==> config.mk <==
export PLATFORM = sky130hd
export DESIGN_NAME = delay_stream_scheduler
export DESIGN_NICKNAME = d
export VERILOG_FILES = /design/src/rtl/delay_stream_scheduler.sv
export SDC_FILE = /design/constraint.sdc
export NUM_CORES = 1
export LEC_CHECK = 0
export CAP_MARGIN = 10
export CELL_PAD_IN_SITES_DETAIL_PLACEMENT = 1
export CELL_PAD_IN_SITES_GLOBAL_PLACEMENT = 1
export CORE_ASPECT_RATIO = 2
export CORE_MARGIN = 2
export CORE_UTILIZATION = 40
export DETAILED_ROUTE_END_ITERATION = 10
export PLACE_DENSITY = 0.94
export RECOVER_POWER = 50
export SLEW_MARGIN = 40
export SYNTH_ARGS = -nofsm -noshare
export SYNTH_HDL_FRONTEND = slang
export SYNTH_SLANG_ARGS = --single-unit
==> constraint.sdc <==
create_clock -name CLK -period 3.2 [get_ports CLK]
set_clock_uncertainty 0.2 [all_clocks]
set_input_delay 0.64 -clock CLK [delete_from_list [all_inputs] [get_ports CLK]]
set_output_delay 0.64 -clock CLK [all_outputs]
set_load 0.05 [all_outputs]
==> src/rtl/delay_stream_scheduler.sv <==
// Two ready/valid input streams share one fixed-latency delay pipeline under round-robin arbitration.
// Each beat leaves on the crossed or straight output. Defining DELAY_SCHED_SVA_EN compiles the protocol assertions.
module delay_stream_scheduler #(
  parameter int WIDTH = 5,
  parameter int DEPTH = 3,
  parameter int SWAP  = 1
) (
  input  logic                       CLK,
  input  logic                       ASYNCRESET,
  input  logic [WIDTH-1:0]           INPUT_0_data,
  input  logic                       INPUT_0_valid,
  output logic                       INPUT_0_ready,
  input  logic [WIDTH-1:0]           INPUT_1_data,
  input  logic                       INPUT_1_valid,
  output logic                       INPUT_1_ready,
  output logic [WIDTH-1:0]           OUTPUT_0_data,
  output logic                       OUTPUT_0_valid,
  input  logic                       OUTPUT_0_ready,
  output logic [WIDTH-1:0]           OUTPUT_1_data,
  output logic                       OUTPUT_1_valid,
  input  logic                       OUTPUT_1_ready,
  output logic                       busy,
  output logic [$clog2(DEPTH+1)-1:0] occupancy
);

  localparam int OCC_W = $clog2(DEPTH+1);
  localparam int HEAD  = DEPTH - 1;

  logic [DEPTH-1:0] r_vld;
  logic [DEPTH-1:0] r_tag;
  logic [WIDTH-1:0] r_data [DEPTH];
  logic             r_prio;
  logic [OCC_W-1:0] r_occ;

  logic             w_head_vld;
  logic             w_head_dest;
  logic             w_dest_ready;
  logic             w_advance;
  logic             w_drain;
  logic             w_both_req;
  logic             w_gnt0;
  logic             w_gnt1;
  logic             w_xfer0;
  logic             w_xfer1;
  logic             w_accept;
  logic [WIDTH-1:0] w_in_data;

  // The whole pipeline moves together, so a stalled head blocks beats for both outputs.
  assign w_head_vld   = r_vld[HEAD];
  assign w_head_dest  = (SWAP != 0) ? ~r_tag[HEAD] : r_tag[HEAD];
  assign w_dest_ready = w_head_dest ? OUTPUT_1_ready : OUTPUT_0_ready;
  assign w_advance    = ~w_head_vld | w_dest_ready;
  assign w_drain      = w_head_vld & w_dest_ready;

  assign w_both_req = INPUT_0_valid & INPUT_1_valid;
  assign w_gnt0     = INPUT_0_valid & (~INPUT_1_valid | ~r_prio);
  assign w_gnt1     = INPUT_1_valid & (~INPUT_0_valid | r_prio);

  assign INPUT_0_ready = w_advance & w_gnt0;
  assign INPUT_1_ready = w_advance & w_gnt1;

  assign w_xfer0   = INPUT_0_valid & INPUT_0_ready;
  assign w_xfer1   = INPUT_1_valid & INPUT_1_ready;
  assign w_accept  = w_xfer0 | w_xfer1;
  assign w_in_data = w_xfer1 ? INPUT_1_data :
                     w_xfer0 ? INPUT_0_data : '0;

  always_ff @(posedge CLK or posedge ASYNCRESET) begin
    if (ASYNCRESET) begin
      r_vld <= '0;
      r_tag <= '0;
      for (int i = 0; i < DEPTH; i++) r_data[i] <= '0;
    end else if (w_advance) begin
      for (int i = DEPTH - 1; i > 0; i--) begin
        r_vld[i]  <= r_vld[i-1];
        r_tag[i]  <= r_tag[i-1];
        r_data[i] <= r_data[i-1];
      end
      r_vld[0]  <= w_accept;
      r_tag[0]  <= w_xfer1;
      r_data[0] <= w_in_data;
    end
  end

  // A both-requesting cycle with advance=1 always completes a transfer.
  always_ff @(posedge CLK or posedge ASYNCRESET) begin
    if (ASYNCRESET) begin
      r_prio <= 1'b0;
    end else if (w_both_req & w_advance) begin
      r_prio <= ~r_prio;
    end
  end

  always_ff @(posedge CLK or posedge ASYNCRESET) begin
    if (ASYNCRESET) begin
      r_occ <= '0;
    end else if (w_accept & ~w_drain) begin
      r_occ <= r_occ + OCC_W'(1);
    end else if (~w_accept & w_drain) begin
      r_occ <= r_occ - OCC_W'(1);
    end
  end

  assign OUTPUT_0_valid = w_head_vld & ~w_head_dest;
  assign OUTPUT_1_valid = w_head_vld &  w_head_dest;
  assign OUTPUT_0_data  = OUTPUT_0_valid ? r_data[HEAD] : '0;
  assign OUTPUT_1_data  = OUTPUT_1_valid ? r_data[HEAD] : '0;
  assign occupancy      = r_occ;
  assign busy           = (r_occ != '0);

`ifdef DELAY_SCHED_SVA_EN
  a_out0_hold: assert property (@(posedge CLK) disable iff (ASYNCRESET)
    OUTPUT_0_valid && !OUTPUT_0_ready |=> $stable(OUTPUT_0_valid) && $stable(OUTPUT_0_data));
  a_out1_hold: assert property (@(posedge CLK) disable iff (ASYNCRESET)
    OUTPUT_1_valid && !OUTPUT_1_ready |=> $stable(OUTPUT_1_valid) && $stable(OUTPUT_1_data));
  a_ready_excl: assert property (@(posedge CLK) disable iff (ASYNCRESET)
    !(INPUT_0_ready && INPUT_1_ready));
  a_occ_range: assert property (@(posedge CLK) disable iff (ASYNCRESET)
    int'(occupancy) <= DEPTH);
  a_lat0: assert property (@(posedge CLK) disable iff (ASYNCRESET)
    (w_xfer0 ##0 w_advance [*DEPTH]) |=> ((SWAP != 0) ? OUTPUT_1_valid : OUTPUT_0_valid));
  a_lat1: assert property (@(posedge CLK) disable iff (ASYNCRESET)
    (w_xfer1 ##0 w_advance [*DEPTH]) |=> ((SWAP != 0) ? OUTPUT_0_valid : OUTPUT_1_valid));
`endif

endmodule

==> After elaboration in Yosys (flattened, before gate mapping) <==
Cells that the tools add are included.
{ "classes": {"addsub": 2, "muxes": 7, "bitwise": 24, "n_reduce_logical": 2} }
{ "ops": {"columns": ["cell", "count"], "rows": [
  ["$mux W5", 4],
  ["$and A1 B1 Y1", 13],
  ["$not A1 Y1", 7],
  ["$mux W2", 2],
  ["$or A1 B1 Y1", 4],
  ["$reduce_bool A2 Y1", 2],
  ["$add A2 B1 Y2 const B", 1],
  ["$sub A2 B1 Y2 const B", 1],
  ["$mux W1", 1]
]} }
{ "totals": {"ff_bits": 24, "input_bits": 16, "out_inout_bits": 17, "word_cells": 42} }

==> Logic depth before layout (Yosys ltp) <==
Gate-level depths: netlist of the first run.
{ "logic_depth": {"ltp_word": 10, "mapped_depth": 7, "depth_no_buf": 6} }

==> Worst setup path after synthesis of the first run <==
No wires, ideal clock.
{ "synth_path": {"path_kind": "input to output", "from": "input INPUT_1_valid", "to": "output INPUT_0_ready", "arrival_ns": 1.690, "required_ns": 2.360, "slack_ns": 0.670, "path_stages": 3, "n_path_buf": 1, "cell_sequence": "buf_2 a21boi_0 and2_1"} }
{ "synth_between": {"elab_chain_cells": 4} }
{ "synth_rtl": {"columns": ["element", "line", "source"], "rows": [
  ["start, declared", "14", "input logic INPUT_1_valid,"],
  ["$not A1 Y1", "56", "assign w_gnt0 = INPUT_0_valid & (~INPUT_1_valid | ~r_prio);"],
  ["$or A1 B1 Y1", "56", null],
  ["$and A1 B1 Y1", "56", null],
  ["$and A1 B1 Y1", "59", "assign INPUT_0_ready = w_advance & w_gnt0;"],
  ["end, declared", "12", "output logic INPUT_0_ready,"]
]} }
Every way passes these cells.

==> Worst setup path in the final report of the first run <==
{ "layout_path": {"from": "input OUTPUT_0_ready", "to": "output INPUT_0_ready"} }
{ "layout_between": {"elab_chain_cells": 3} }
{ "layout_rtl": {"columns": ["element", "line", "source"], "rows": [
  ["start, declared", "18", "input logic OUTPUT_0_ready,"],
  ["$mux W1", "51", "assign w_dest_ready = w_head_dest ? OUTPUT_1_ready : OUTPUT_0_ready;"],
  ["$or A1 B1 Y1", "52", "assign w_advance = ~w_head_vld | w_dest_ready;"],
  ["$and A1 B1 Y1", "59", null]
]} }
Every way passes these cells.

==> results.toml, run 1 <==
[place]
placed_cell_area_mm2 = 0.00155
port_buffers = 32
gp_congestion = 0.740
hpwlAfterDp_um = 1990

[floorplanning]
coreArea_mm2 = 0.00291
die_y_um = 81.0
die_area_mm2 = 0.00344
row_count = 28
die_w_um = 42.5
io_pins = 33
initial_core_util_pct = 40.8

[cells_and_area]
fillCellCount = 312
final_nets = 141
drive_above_1_share_pct = 20.5
antenna_cells = 0
area_growth_pct = 33.1
fin_area_mm2 = 0.00158

[detailed_routing]
drcViolationCount = 0
routed_wl_um = 2540
dr.first_iter.drc_count = 3
routed_via_density = 5.31
num_vias = 807
antenna_left = 0
wl_per_cell_um = 16.7
drtPass1Iterations = 2

[yosys]
yosysSeqAreaShare_pct = 50.6
yosysMostFrequentCell = "dfrtp_1"
synth_top_area_cell = "dfrtp_1"
syn_area_mm2 = 0.00119
synth_cell_types = 24
async_reset_ff_share_pct = 100
avgSynthCellArea_um2 = 13.3
syn_nets = 106
yosysWarnings = 0
synth-main-ff-cell = "dfrtp_1"
syn_inst = 89
synth_commonest_cells = "dfrtp_1 (24), mux2_4 (15), and2_1 (7), a32o_1 (5), and3_1 (5)"
synth_edf_count = 0
synth_area_leaders = "dfrtp_1 (51%), mux2_4 (19%), a32o_1 (4.2%)"
synth_top_area_share_pct = 50.6
synth-seq-cells = 24

[timing]
fmaxAchievable_mhz = 345
slew_headroom_pct = 40.3
hold_viol = 0
rsz0062_at_grt = "no"
fin_setup_tns_ns = 0
maxSlewViolCount = 0
min_period_ns = 2.90
setup_viol = 0
worstMarginPinSlew_ns = 0.894
period_share_pct = 90.5

[critical_path]
reg2reg_from = "r_tag[2]$_DFFE_PP0P_"
cp-start-kind = "input port"
regToRegSetupSlack_ns = 0.95
worstSetupPathType = "in -> out"
r2r-end = "r_data[8]$_DFFE_PP0P_"
crit_arrival_ns = 2.06
crit_required_ns = 2.36
worstRegToRegCells = 4
crit_path_end_kind = "primary output"
cp_max_fo = 5

[grt]
grt_overflow = 0
grt_max_degree = 25
grt_pass1_vias = 864
antenna_found_initial = 0
gr-usage-all-layers_pct = 16.7
grt_pass1_wl_um = 4310

[flow_run]
cap_violations = 0

[worst_hold_path]
min_from = "r_vld[1]$_DFFE_PP0P_"
whs_path_depth = 1
holdPathEnd = "r_vld[2]$_DFFE_PP0P_"
hold_path_class = "reg -> reg"

[clock_tree]
h-tree-depth = 1
ctsResizeCount = 0
insertion_delay_ns = 0.26
clk_path_buf_depth = 2
cts_buffers = 3
cts_sinks = 24
cts_root_buffer = "clkbuf_8"
cts_tree = "yes"
hold_buffers = 0
clk_pin_slew_worst_paths_ns = 0.08
post_cts_buffers = 0

[power_and_ir_drop]
leakagePower_nw = 0.744
peakVddDrop_v = 0.000368
power_density_mw_per_mm2 = 1110

[status]
status = "complete, no violations"
## state kept, by name (all words and copies together) (netlist names)
| signal | count |
|---|---|
| occupancy | 2 |
| r_tag | 3 |
| r_vld | 3 |
| r_prio | 1 |
| r_data | 15 |
## through the flow
| stage | util, % | total power, mW | instances | hold slack, ns | setup WS [ns] |
|---|---|---|---|---|---|
| final | 54.3 | 1.75 | 152 | 0.281 | 0.303 |
| after detailed placement | 53.2 | 1.60 | 149 | 0.266 | 0.476 |
| after CTS | 54.6 | 1.78 | 152 | 0.288 | 0.267 |
| after global routing | 54.3 | 1.85 | 152 | 0.320 | 0.151 |
| after global placement | 53.2 | 1.55 | 149 | 0.245 | 0.544 |
| after floorplan | - | 1.30 | 89 | 0.235 | 0.670 |
## metal layers
| metal | global-route usage (%) | wire, um |
|---|---|---|
| met5 | 0 | 0 |
| met4 | 7.50 | 53 |
| met3 | 2.00 | 92 |
| met2 | 31.1 | 1420 |
| met1 | 18.6 | 974 |
## power breakdown
part / total [mW] / switching (mW) / internal, mW / leakage, nW
clock network: 0.175 / 0.0909 / 0.0841 / 0.0216
registers: 0.566 / 0.116 / 0.451 / 0.289
logic: 1.01 / 0.543 / 0.466 / 0.433
## cells in the final DEF, fill, tap and decap left out
cell and count:
inv_1 4, a32o_1 5, nand2_2 1, buf_12 2
mux2_4 14, mux2_1 1, a21boi_0 1, and2b_1 1
xor2_1 3, mux2i_1 3, mux2_2 2, dlygate4sd3_1 2
ha_1 1, clkdlybuf4s50_1 28, xnor2_1 1, or2_2 1
and2_1 7, buf_4 1, nand2_1 2, nor2_1 2
nand2b_1 3, and3_1 5, clkbuf_2 1, clkbuf_8 3
a22o_1 1, dfrtp_1 24, a21oi_1 3
## logic make-up (layout without fill, tap and decap cells)
kind of cell	after synthesis	count (layout)	synth area share, %
buffers and inverters	8	41	3.90
and+or+nand+nor	22	22	10.9
adders and majority gates	1	1	1.05
muxes	20	20	23.7
xor gates and xnor gates	4	4	2.95
DFF	24	24	50.6
AOI/OAI and AO/OA	10	10	6.86
## cell type report
type                       instances  area, um2  share of cell area (%)
tap                               30       37.5                    2.38
timing repair buffer              34        353                    22.3
sequential                        24        601                    38.0
inverter                           4       15.0                   0.951
multi-input combinational         57        532                    33.7
clock buffer                       3       41.3                    2.61
## worst max-delay path by stage
stage	from	end	slack, ns	cells past startpoint
after floorplan	INPUT_1_valid	INPUT_0_ready	0.67	3
after global placement	OUTPUT_0_ready	INPUT_0_ready	0.54	5
after detailed placement	INPUT_0_valid	INPUT_1_ready	0.48	5
after CTS	r_vld[2]$_DFFE_PP0P_	OUTPUT_1_data[0]	0.27	3
after global routing	r_vld[2]$_DFFE_PP0P_	OUTPUT_1_data[0]	0.15	3
final	OUTPUT_0_ready	INPUT_0_ready	0.30	5
## worst max-delay path, stage by stage
cell	delay, ns
dlygate4sd3_1	0.56
mux2i_1	0.43
nand2_2	0.09
and2_1	0.18
buf_12	0.15
Note: power is estimated with default switching activity, not from simulation.
==> run 2: changes to the inputs <==
--- a/config.mk
+++ b/config.mk
@@ -5,6 +5,7 @@
 export SDC_FILE = /design/constraint.sdc
 export NUM_CORES = 1
 export LEC_CHECK = 0
+export ABC_AREA = 0
 export CAP_MARGIN = 10
 export CELL_PAD_IN_SITES_DETAIL_PLACEMENT = 1
 export CELL_PAD_IN_SITES_GLOBAL_PLACEMENT = 1
==> results of run 2 <==
Same layout as run 1: the final DEF is identical, and so are final timing and power.
==> run 3: changes to the inputs <==
--- a/config.mk
+++ b/config.mk
@@ -6,7 +6,6 @@
 export NUM_CORES = 1
 export LEC_CHECK = 0
 export ABC_AREA = 0
-export CAP_MARGIN = 10
 export CELL_PAD_IN_SITES_DETAIL_PLACEMENT = 1
 export CELL_PAD_IN_SITES_GLOBAL_PLACEMENT = 1
 export CORE_ASPECT_RATIO = 2
==> results of run 3 <==
Same layout as run 1: the final DEF is identical, and so are final timing and power.
